===== src/rtl/pwm_multi_pkg.sv =====
// pwm_multi_pkg: shared types and default sizes for the multi-channel PWM core.
// The optional dead-time feature (macro PWM_DEADTIME_EN) uses the dead-time
// state type and the width helper defined here.
package pwm_multi_pkg;

  // Default sizes used by the top level and by configuration records.
  localparam int PWM_N_CHANNELS_DEF   = 4;
  localparam int PWM_WIDTH_PERIOD_DEF = 16;
  localparam int PWM_WIDTH_DUTY_DEF   = 16;
  localparam int PWM_DEADTIME_DEF     = 4;

  // Counting mode of a channel.
  typedef enum logic {
    PWM_EDGE   = 1'b0,
    PWM_CENTER = 1'b1
  } pwm_mode_e;

  // One channel configuration record at the default widths.
  typedef struct packed {
    logic [PWM_WIDTH_PERIOD_DEF-1:0] period;
    logic [PWM_WIDTH_DUTY_DEF-1:0]   duty;
    pwm_mode_e                       center;
    logic                            invert;
  } pwm_cfg_t;

  // Which output the dead-time stage is currently trying to drive active.
  typedef enum logic [1:0] {
    DT_IDLE = 2'd0,
    DT_HIGH = 2'd1,
    DT_LOW  = 2'd2
  } pwm_dt_state_e;

  // Width of a counter that must be able to hold the value 'deadtime'.
  function automatic int pwmDtWidth(input int deadtime);
    return (deadtime < 1) ? 1 : $clog2(deadtime + 1);
  endfunction

endpackage


===== src/rtl/pwm_channel.sv =====
// pwm_channel: one PWM channel with shadow/active configuration, edge- or
// center-aligned counter, compare and registered output. With the macro
// PWM_DEADTIME_EN defined, a complementary output with dead-time insertion
// is added.
module pwm_channel
  import pwm_multi_pkg::*;
#(
  parameter int WIDTH_PERIOD = PWM_WIDTH_PERIOD_DEF,
  parameter int WIDTH_DUTY   = PWM_WIDTH_DUTY_DEF,
  parameter int DEADTIME     = PWM_DEADTIME_DEF
) (
  input  logic                    clk_i,
  input  logic                    rst_ni,
  input  logic                    en_i,
  input  logic                    sync_i,
  input  logic                    wr_i,
  input  logic [WIDTH_PERIOD-1:0] period_i,
  input  logic [WIDTH_DUTY-1:0]   duty_i,
  input  logic                    center_i,
  input  logic                    invert_i,
  output logic                    pwm_o,
`ifdef PWM_DEADTIME_EN
  output logic                    pwm_n_o,
`endif
  output logic                    period_end_o,
  output logic                    upd_pending_o
);

  // Duty is compared against the period-wide counter, so it may not be wider.
  if ((WIDTH_DUTY > WIDTH_PERIOD) || (WIDTH_DUTY < 1) || (DEADTIME < 0)) begin : g_bad_params
    $error("pwm_channel: illegal parameter combination");
  end

  logic [WIDTH_PERIOD-1:0] actPeriod_q, actPeriod_d;
  logic [WIDTH_DUTY-1:0]   actDuty_q, actDuty_d;
  pwm_mode_e               actMode_q, actMode_d;
  logic                    actInvert_q, actInvert_d;
  logic [WIDTH_PERIOD-1:0] shdPeriod_q, shdPeriod_d;
  logic [WIDTH_DUTY-1:0]   shdDuty_q, shdDuty_d;
  pwm_mode_e               shdMode_q, shdMode_d;
  logic                    shdInvert_q, shdInvert_d;
  logic                    pending_q, pending_d;
  logic [WIDTH_PERIOD-1:0] cnt_q, cnt_d;
  logic                    dirDown_q, dirDown_d;
  logic                    out_q, out_d;
  logic                    periodEnd_q, periodEnd_d;

  logic                    running;
  logic [WIDTH_PERIOD-1:0] lastCnt;
  logic                    atTop;
  logic                    boundary;
  logic                    reload;
  logic                    applyNow;
  logic                    raw;

  // Decode where the counter is within its period and whether config may change now.
  always_comb begin
    running  = en_i && (actPeriod_q != '0);
    lastCnt  = actPeriod_q - 1'b1;
    atTop    = (cnt_q == lastCnt);
    if (actMode_q == PWM_CENTER) begin
      boundary = running && dirDown_q && (cnt_q == '0);
    end else begin
      boundary = running && atTop;
    end
    reload   = running && (sync_i || boundary);
    // A stopped or idle channel has no boundary to wait for, so writes apply at once.
    applyNow = !running || reload;
    raw      = running && (cnt_q < WIDTH_PERIOD'(actDuty_q));
  end

  // Advance the counter: wrap in edge mode, bounce with doubled endpoints in center mode.
  always_comb begin
    cnt_d     = cnt_q;
    dirDown_d = dirDown_q;
    if (!running || reload) begin
      cnt_d     = '0;
      dirDown_d = 1'b0;
    end else if (actMode_q == PWM_EDGE) begin
      cnt_d = cnt_q + 1'b1;
    end else if (!dirDown_q) begin
      if (atTop) begin
        dirDown_d = 1'b1;
      end else begin
        cnt_d = cnt_q + 1'b1;
      end
    end else begin
      cnt_d = cnt_q - 1'b1;
    end
  end

  // Route bus writes to shadow or active, and promote a pending shadow at a reload point.
  always_comb begin
    actPeriod_d = actPeriod_q;
    actDuty_d   = actDuty_q;
    actMode_d   = actMode_q;
    actInvert_d = actInvert_q;
    shdPeriod_d = shdPeriod_q;
    shdDuty_d   = shdDuty_q;
    shdMode_d   = shdMode_q;
    shdInvert_d = shdInvert_q;
    pending_d   = pending_q;
    if (wr_i && applyNow) begin
      actPeriod_d = period_i;
      actDuty_d   = duty_i;
      actMode_d   = pwm_mode_e'(center_i);
      actInvert_d = invert_i;
      pending_d   = 1'b0;
    end else if (wr_i) begin
      shdPeriod_d = period_i;
      shdDuty_d   = duty_i;
      shdMode_d   = pwm_mode_e'(center_i);
      shdInvert_d = invert_i;
      pending_d   = 1'b1;
    end else if (pending_q && applyNow) begin
      actPeriod_d = shdPeriod_q;
      actDuty_d   = shdDuty_q;
      actMode_d   = shdMode_q;
      actInvert_d = shdInvert_q;
      pending_d   = 1'b0;
    end
  end

`ifdef PWM_DEADTIME_EN
  localparam int            DT_W   = pwmDtWidth(DEADTIME);
  localparam logic [DT_W-1:0] DT_MAX = DT_W'(DEADTIME);

  pwm_dt_state_e   dtState_q, dtState_d;
  logic [DT_W-1:0] dtCnt_q, dtCnt_d;
  logic            outN_q, outN_d;
  logic            dtHigh;
  logic            dtLow;

  // Count how long the wanted drive state has been stable; an output only turns on once it reaches DEADTIME.
  always_comb begin
    if (!running) begin
      dtState_d = DT_IDLE;
    end else if (raw) begin
      dtState_d = DT_HIGH;
    end else begin
      dtState_d = DT_LOW;
    end
    if (dtState_d != dtState_q) begin
      dtCnt_d = '0;
    end else if (dtCnt_q != DT_MAX) begin
      dtCnt_d = dtCnt_q + 1'b1;
    end else begin
      dtCnt_d = dtCnt_q;
    end
    dtHigh = (dtState_d == DT_HIGH) && (dtCnt_d == DT_MAX);
    dtLow  = (dtState_d == DT_LOW) && (dtCnt_d == DT_MAX);
  end
`endif

  // Form the next pin levels and the boundary pulse; sync suppresses the pulse.
  always_comb begin
    periodEnd_d = boundary && !sync_i;
`ifdef PWM_DEADTIME_EN
    out_d  = dtHigh ^ actInvert_q;
    outN_d = dtLow ^ actInvert_q;
`else
    out_d  = raw ^ actInvert_q;
`endif
  end

  // State registers; reset returns the channel to an idle, non-inverted edge configuration.
  always_ff @(posedge clk_i or negedge rst_ni) begin
    if (!rst_ni) begin
      actPeriod_q <= '0;
      actDuty_q   <= '0;
      actMode_q   <= PWM_EDGE;
      actInvert_q <= 1'b0;
      shdPeriod_q <= '0;
      shdDuty_q   <= '0;
      shdMode_q   <= PWM_EDGE;
      shdInvert_q <= 1'b0;
      pending_q   <= 1'b0;
      cnt_q       <= '0;
      dirDown_q   <= 1'b0;
      out_q       <= 1'b0;
      periodEnd_q <= 1'b0;
`ifdef PWM_DEADTIME_EN
      dtState_q   <= DT_IDLE;
      dtCnt_q     <= '0;
      outN_q      <= 1'b0;
`endif
    end else begin
      actPeriod_q <= actPeriod_d;
      actDuty_q   <= actDuty_d;
      actMode_q   <= actMode_d;
      actInvert_q <= actInvert_d;
      shdPeriod_q <= shdPeriod_d;
      shdDuty_q   <= shdDuty_d;
      shdMode_q   <= shdMode_d;
      shdInvert_q <= shdInvert_d;
      pending_q   <= pending_d;
      cnt_q       <= cnt_d;
      dirDown_q   <= dirDown_d;
      out_q       <= out_d;
      periodEnd_q <= periodEnd_d;
`ifdef PWM_DEADTIME_EN
      dtState_q   <= dtState_d;
      dtCnt_q     <= dtCnt_d;
      outN_q      <= outN_d;
`endif
    end
  end

  assign pwm_o         = out_q;
  assign period_end_o  = periodEnd_q;
  assign upd_pending_o = pending_q;
`ifdef PWM_DEADTIME_EN
  assign pwm_n_o       = outN_q;
`endif

endmodule


===== src/rtl/pwm_multi_core.sv =====
// pwm_multi_core: N independent PWM channels sharing one configuration bus
// and one sync input. Defining PWM_DEADTIME_EN adds the complementary
// outputs pwm_out_n with dead-time insertion.
module pwm_multi_core
  import pwm_multi_pkg::*;
#(
  parameter int N_CHANNELS   = PWM_N_CHANNELS_DEF,
  parameter int WIDTH_PERIOD = PWM_WIDTH_PERIOD_DEF,
  parameter int WIDTH_DUTY   = PWM_WIDTH_DUTY_DEF,
  parameter int DEADTIME     = PWM_DEADTIME_DEF
) (
  input  logic                    clk,
  input  logic                    reset_n,
  input  logic [N_CHANNELS-1:0]   ch_en,
  input  logic                    sync,
  input  logic [N_CHANNELS-1:0]   cfg_wr,
  input  logic [WIDTH_PERIOD-1:0] cfg_period,
  input  logic [WIDTH_DUTY-1:0]   cfg_duty,
  input  logic                    cfg_center,
  input  logic                    cfg_invert,
  output logic [N_CHANNELS-1:0]   pwm_out,
`ifdef PWM_DEADTIME_EN
  output logic [N_CHANNELS-1:0]   pwm_out_n,
`endif
  output logic [N_CHANNELS-1:0]   period_end,
  output logic [N_CHANNELS-1:0]   upd_pending
);

  // Channel count is limited to what a 32-bit register map can address.
  if ((N_CHANNELS < 1) || (N_CHANNELS > 32)) begin : g_bad_channels
    $error("pwm_multi_core: N_CHANNELS out of range");
  end

  // One channel per bit; sync and the config bus fan out, each channel picks its own strobe.
  for (genvar i = 0; i < N_CHANNELS; i++) begin : g_ch
    pwm_channel #(
      .WIDTH_PERIOD (WIDTH_PERIOD),
      .WIDTH_DUTY   (WIDTH_DUTY),
      .DEADTIME     (DEADTIME)
    ) u_ch (
      .clk_i         (clk),
      .rst_ni        (reset_n),
      .en_i          (ch_en[i]),
      .sync_i        (sync),
      .wr_i          (cfg_wr[i]),
      .period_i      (cfg_period),
      .duty_i        (cfg_duty),
      .center_i      (cfg_center),
      .invert_i      (cfg_invert),
      .pwm_o         (pwm_out[i]),
`ifdef PWM_DEADTIME_EN
      .pwm_n_o       (pwm_out_n[i]),
`endif
      .period_end_o  (period_end[i]),
      .upd_pending_o (upd_pending[i])
    );
  end

endmodule


===== config.mk =====
export PLATFORM = sky130hd
export DESIGN_NAME = pwm_multi_core
export DESIGN_NICKNAME = d
export VERILOG_FILES = /design/src/rtl/pwm_multi_pkg.sv /design/src/rtl/pwm_channel.sv /design/src/rtl/pwm_multi_core.sv
export SDC_FILE = /design/constraint.sdc
export NUM_CORES = 1
export LEC_CHECK = 0
export ABC_CLOCK_PERIOD_IN_PS = 3200
export CORE_ASPECT_RATIO = 0.8
export CORE_UTILIZATION = 55
export DETAILED_ROUTE_END_ITERATION = 16
export PLACE_DENSITY = 0.79
export SKIP_CTS_REPAIR_TIMING = 1
export SLEW_MARGIN = 5
export SYNTH_ARGS = -nofsm -noshare
export SYNTH_HDL_FRONTEND = slang
export SYNTH_HIERARCHICAL = 1
export SYNTH_SLANG_ARGS = --single-unit

===== constraint.sdc =====
create_clock -name clk -period 3.2 [get_ports clk]
set_clock_uncertainty 0.15 [all_clocks]
set_input_delay 0.64 -clock clk [delete_from_list [all_inputs] [get_ports clk]]
set_output_delay 0.64 -clock clk [all_outputs]
set_load 0.02 [all_outputs]

* After elaboration in Yosys (flattened, before gate mapping) *
Index checks and enable logic that the tools add are counted.

storage, ports and cells
  flip-flop bits (word level) = 352
  word-level logic and storage cells = 261
  input port bits = 45
  output and inout port bits = 12

cells by class
  reduce and logical (&&, ||, !) cells = 77
  add/subtract/negate cells = 12
  mux-type cells = 96
  $lt $le $gt $ge = 4
  bitwise logic cells = 8
  equality and inequality tests = 12

operators by type and width
  cell                                                 number
  two-way mux 16 bit                                   40
  subtractor 16 x 1 -> 16 bit (second input constant)  8
  adder 16 x 1 -> 16 bit (second input constant)       4
  equality test 16 bit                                 4
  logical NOT 16 bit                                   4
  < comparator 16 bit                                  4
  nonzero test 16 bit                                  4
  two-way mux 1 bit                                    56
  logical AND 1 bit                                    36
  != test 4 bit (second input constant)                4
  AND reduction 2 bit                                  8
  nonzero test 2 bit                                   8
  nonzero test 3 bit                                   4
  logical OR 1 bit                                     8
  != test 2 x 1 -> 1 bit (second input constant)       4
  logical NOT 1 bit                                    5
  inverter 1 bit                                       4
  XOR 1 bit                                            4

* Depth between registers and ports, before layout *
  word-level depth = 12
  depth in mapped cells = 13
  gate-level depth less buffers = 10

* Modules after synthesis *
The synthesis kept the hierarchy.

by module, submodules not included
  module                          area each (µm²)  times used  cells each
  pwm_channel (g_ch[0].u_ch ...)  5640.4           3           584
  pwm_channel (g_ch[3].u_ch)      5446.5           1           564

* Worst setup path after synthesis *
Ideal clock, no wire load.

  path kind = register to register
  start point = register g_ch[3].u_ch.actPeriod_q[7]
  end point = register g_ch[3].u_ch.shdDuty_q[10]
  data required time = 2.923 ns
  period minus slack after synthesis = 3.190 ns
  setup slack = 0.010 ns
  buffers on the path = 1
  setup time = 0.127 ns
  stages on the path, launching flop included = 10
  arrival time = 2.913 ns
  cells stage by stage = dfrtp_1 -> or4_4 -> nor4_4 -> mux2i_1 -> or3b_4 -> a211oi_4 -> a21oi_4 -> nand2_4 -> buf_8 -> mux2_1

between the ends
  longest elaborated chain between the ends = 11

RTL lines
  what                                                                 RTL line            RTL
  from (decl)                                                          pwm_channel.sv:34   logic [WIDTH_PERIOD-1:0] actPeriod_q, actPeriod_d;
  from (signal assigned)                                               pwm_channel.sv:188  actPeriod_q <= actPeriod_d;
  branches (longest 7 deep; another with subtractor 16 x 1 -> 16 bit)  -
  logical OR 1 bit *                                                   pwm_channel.sv:68   applyNow = !running || reload;
  logical AND 1 bit *                                                  pwm_channel.sv:103  if (wr_i && applyNow) begin
  inverter 1 bit (no source line) *                                    -
  AND reduction 2 bit (no source line) *                               -
  to (signal assigned)                                                 pwm_channel.sv:193  shdDuty_q <= shdDuty_d;
  to (decl)                                                            pwm_channel.sv:39   logic [WIDTH_DUTY-1:0] shdDuty_q, shdDuty_d;

Every way passes the cells marked *.
A chain may end at the register's enable or synchronous reset.

* Final worst setup path *
  start point = register g_ch[3].u_ch.actPeriod_q[5]
  end point = register g_ch[3].u_ch.actDuty_q[8]

between the ends
  longest elaborated chain between the ends = 11

RTL lines
  what                                                                                  RTL line                                RTL
  branches (longest 7 deep; another with subtractor 16 x 1 -> 16 bit)                   -
  logical OR 1 bit *                                                                    pwm_channel.sv:68
  logical AND 1 bit (on tied branches)                                                  pwm_channel.sv:103, pwm_channel.sv:115
  != test 2 x 1 -> 1 bit (no source line) / nonzero test 2 bit (equally long branches)  -
  AND reduction 2 bit (no source line)                                                  -
  to (signal assigned)                                                                  pwm_channel.sv:189                      actDuty_q <= actDuty_d;
  to (decl)                                                                             pwm_channel.sv:35                       logic [WIDTH_DUTY-1:0] actDuty_q, actDuty_d;

Marked as above.

==> metrics <==
first-pass GRT wire length=101,000 microns; hpwl dp=42,800 microns; vias in the first global route=18,594; fraction of layout cells with a size suffix above 1=20.3%; failing checks=hold timing, setup timing; final cell count without fillers=2,995; sequential fraction of the synthesis area=39.4%; die area=41,500 sq um; RSZ-0062 raised after global routing=true; reg2reg end=g_ch[3].u_ch/actDuty_q[8]; DRC violations left=0; CP startpoint kind=flop; H-Tree Depth=2; fin area=26,700 sq um; crit path kind=reg2reg; Critical Path AT=3.60 ns; Layout Utilization=67.2%; GRT Util Overall=30.8%; 1st-iter DRT viols=2,357; Max VDD drop=0.469 mV; Tmin final=3.31 ns; post-synthesis mux area share=9.39%; die outline width=227 microns; fin crit share=104%; IO Count=57; Layout Nets=2,551; CP required=3.48 ns; Top FF cell, synth=dfrtp_1; 1st-pass router iterations=6; placed cell count=2,883; CP endpoint kind=flop; CTS buffer count=38; Initial Utilization=56.2%; Via Count=19,795; CTS sink count=352; Post-Syn Area=22,400 sq um; Relative slew margins=42.2%; reg2reg path depth=10; Max Cap Viol=0; initial antenna violation count=1; setup TNS=-4.33 ns; post-synthesis cell count=2,316; maximum clock rate=302 MHz; Reg clk slew, reported paths=0.06 ns; clk buf depth=3; final wirelength=69,100 microns; final setup fails=62; P&R area growth vs syn=19.6%; flops & latches, synth=352; largest family of logic cells by synthesized area=simple AND/OR/NAND/NOR gates; largest net degree at the start of global routing=91; R2R setup slack=-0.11 ns; WL/cell=23.1 microns; Synth Area in XOR/XNOR=4.11%; run status=finished, violations left; later-pin clock latency in the skew report=0.56 ns; Synth async-reset ratio=100%; RR Startpoint=g_ch[3].u_ch/actPeriod_q[5]; Synth Area in Compound Gates=13.6%; worst setup margin=-0.114 ns; Simple-Gate Fraction of Synth Area=23.4%; FILL cells=3,034; Final Hold Viols=6; antenna viol nets, final=0; CTS tree=done; row cnt=65; final max-slew violation count=0; RD Place Congestion=0.949; Yosys cell types=81; slew at the pin closest to its max-slew limit=0.867 ns; worst-path fanout max=6; number of port buffers=56; grt total ovfl=0; Post-Syn Area per Cell=9.66 sq um; DIE HEIGHT=182 microns; Worst Setup EP=g_ch[3].u_ch/actDuty_q[8]; Min Hold Slack=-0.0395 ns; EDFF count, synth=0; total nets after synthesis=2,437; Post-Synth Adder-Cell Area=4.25%; Pwr Density=491 nW/um^2; area of the multi-input gates=12,800 sq um; n_diodes=0; Vias per Instance=6.61; Root Buffer=clkbuf_16; Yosys warnings=6; worst setup path startpoint=g_ch[3].u_ch/actPeriod_q[5]; post-place instance area=24,200 sq um; Worst Hold Class=in2async; Register Area=8820 sq um; core area=39,800 sq um; Pleak=12.0 nW
-- layout make-up --
cell class                      count  share of cell area, %
Timing Repair Buffer              254                   10.3
Tap cell                          536                   2.51
Multi-Input combinational cell   1671                   47.9
Clock inverter                     16                  0.590
Clock buffer                       53                   4.15
Sequential cell                   352                   33.0
Inverter                          113                   1.59
-- where the power goes --
group | internal, mW | switching, mW | total [mW] | leakage [nW]
sequential | 5.05 | 0.449 | 5.50 | 4.35
combinational | 1.47 | 1.59 | 3.06 | 6.97
clock | 2.67 | 1.91 | 4.59 | 0.633
total | 9.19 | 3.95 | 13.1 | 11.9
-- layer usage --
| metal | track usage, % | vias up | share of wire, % |
|---|---|---|---|
| li1 | - | 8747 | - |
| met1 | 44.3 | 9911 | 42 |
| met2 | 48.0 | 982 | 46 |
| met3 | 5.30 | 155 | 9.2 |
| met4 | 7.79 | 0 | 2.7 |
| met5 | 0 | - | 0 |
-- layout by cell type, fill, tap and decap left out, types with 9 or more instances in the layout --
cell and count:
clkbuf_16 59, nor3b_1 51, a21o_1 28, nor4_1 22
nand3_1 235, inv_1 113, a31oi_1 10, buf_6 11
xnor2_1 57, o21ai_0 31, buf_4 141, nand2b_1 27
o2bb2ai_1 25, a31oi_4 9, mux2_2 12, or4_1 16
or3_1 27, a21oi_1 147, mux2i_1 23, clkdlybuf4s50_1 51
o21bai_1 9, ha_1 73, nand2_1 70, clkinv_2 12
dfrtp_1 346, o21a_1 25, xor2_1 48, buf_12 26
nor2_1 116, o31a_1 10, a21oi_2 11, o221a_1 11
nor3_1 101, mux2_4 124, nand4_1 22, o31ai_1 31
and3b_1 31, nand4b_1 89
-- Yosys cell counts (31+ instances only) --
cell	count	area share [%]
mux2_1	34	1.7
xor2_1	48	1.9
o31ai_1	33	1.1
o21ai_0	33	0.74
nand4b_1	89	3.5
nor3_1	102	2.3
nor2_1	116	1.9
nand3_1	236	5.3
ha_1	76	4.3
and3b_1	31	1.2
inv_1	113	1.9
a21oi_1	159	3.6
dfrtp_1	352	39
clkbuf_1	125	2.1
xnor2_1	57	2.2
mux2_4	90	6.0
nor3b_1	51	1.7
nand2_1	71	1.2
-- flip-flops by register name (all words and copies together) (netlist names) --
name	count
g_ch.u_ch/actMode_q	4
g_ch.u_ch/actPeriod_q	64
g_ch.u_ch/shdInvert_q	4
g_ch.u_ch/shdMode_q	4
g_ch.u_ch/shdPeriod_q	64
g_ch.u_ch/shdDuty_q	64
g_ch.u_ch/period_end_o	4
g_ch.u_ch/dirDown_q	4
g_ch.u_ch/actDuty_q	64
g_ch.u_ch/actInvert_q	4
g_ch.u_ch/pwm_o	4
g_ch.u_ch/upd_pending_o	4
g_ch.u_ch/cnt_q	64
-- worst max-delay path: stages (launching register included) --
cell	delay, ns
dfrtp_1	0.38
or4_4	0.57
nor4_4	0.31
buf_4	0.16
mux2i_1	0.06
or3b_4	0.42
a211oi_4	0.33
a21o_4	0.26
clkbuf_16	0.19
a31oi_1	0.11
o221a_1	0.26
-- worst min-delay path by stage --
| stage | to | slack (ns) | cells past startpoint |
|---|---|---|---|
| 3_5_place_dp | g_ch[1].u_ch/actDuty_q[1] | 0.33 | 1 |
| 5_1_grt | g_ch[0].u_ch/cnt_q[11] | 0.03 | 1 |
| 6_report | g_ch[0].u_ch/cnt_q[11] | -0.04 | 1 |
| 2_1_floorplan | g_ch[0].u_ch/actDuty_q[0] | 0.19 | 0 |
| 4_1_cts | g_ch[1].u_ch/shdPeriod_q[9] | -0.01 | 1 |
| 3_3_place_gp | g_ch[3].u_ch/shdDuty_q[1] | 0.32 | 1 |
-- per-stage QoR --
step                      power, mW  setup slack, ns  hold WS (ns)
after detailed placement       8.18          -0.0770         0.329
after floorplan                7.25           0.0100         0.194
after global placement         8.06          -0.0691         0.316
after CTS                      12.8           -0.103       -0.0123
final                          13.1           -0.114       -0.0395
after global routing           13.7           -0.207        0.0269
-- cells by family (layout without fill, tap and decap cells) --
family,count (synthesis),count (layout)
adders and majority gates,76,76
xor gates and xnor gates,105,105
AOI/OAI and AO/OA,443,445
buffers and inverters,295,436
DFF,352,352
and+or+nand+nor,886,886
muxes,159,159
(Power assumes the default switching activity.)
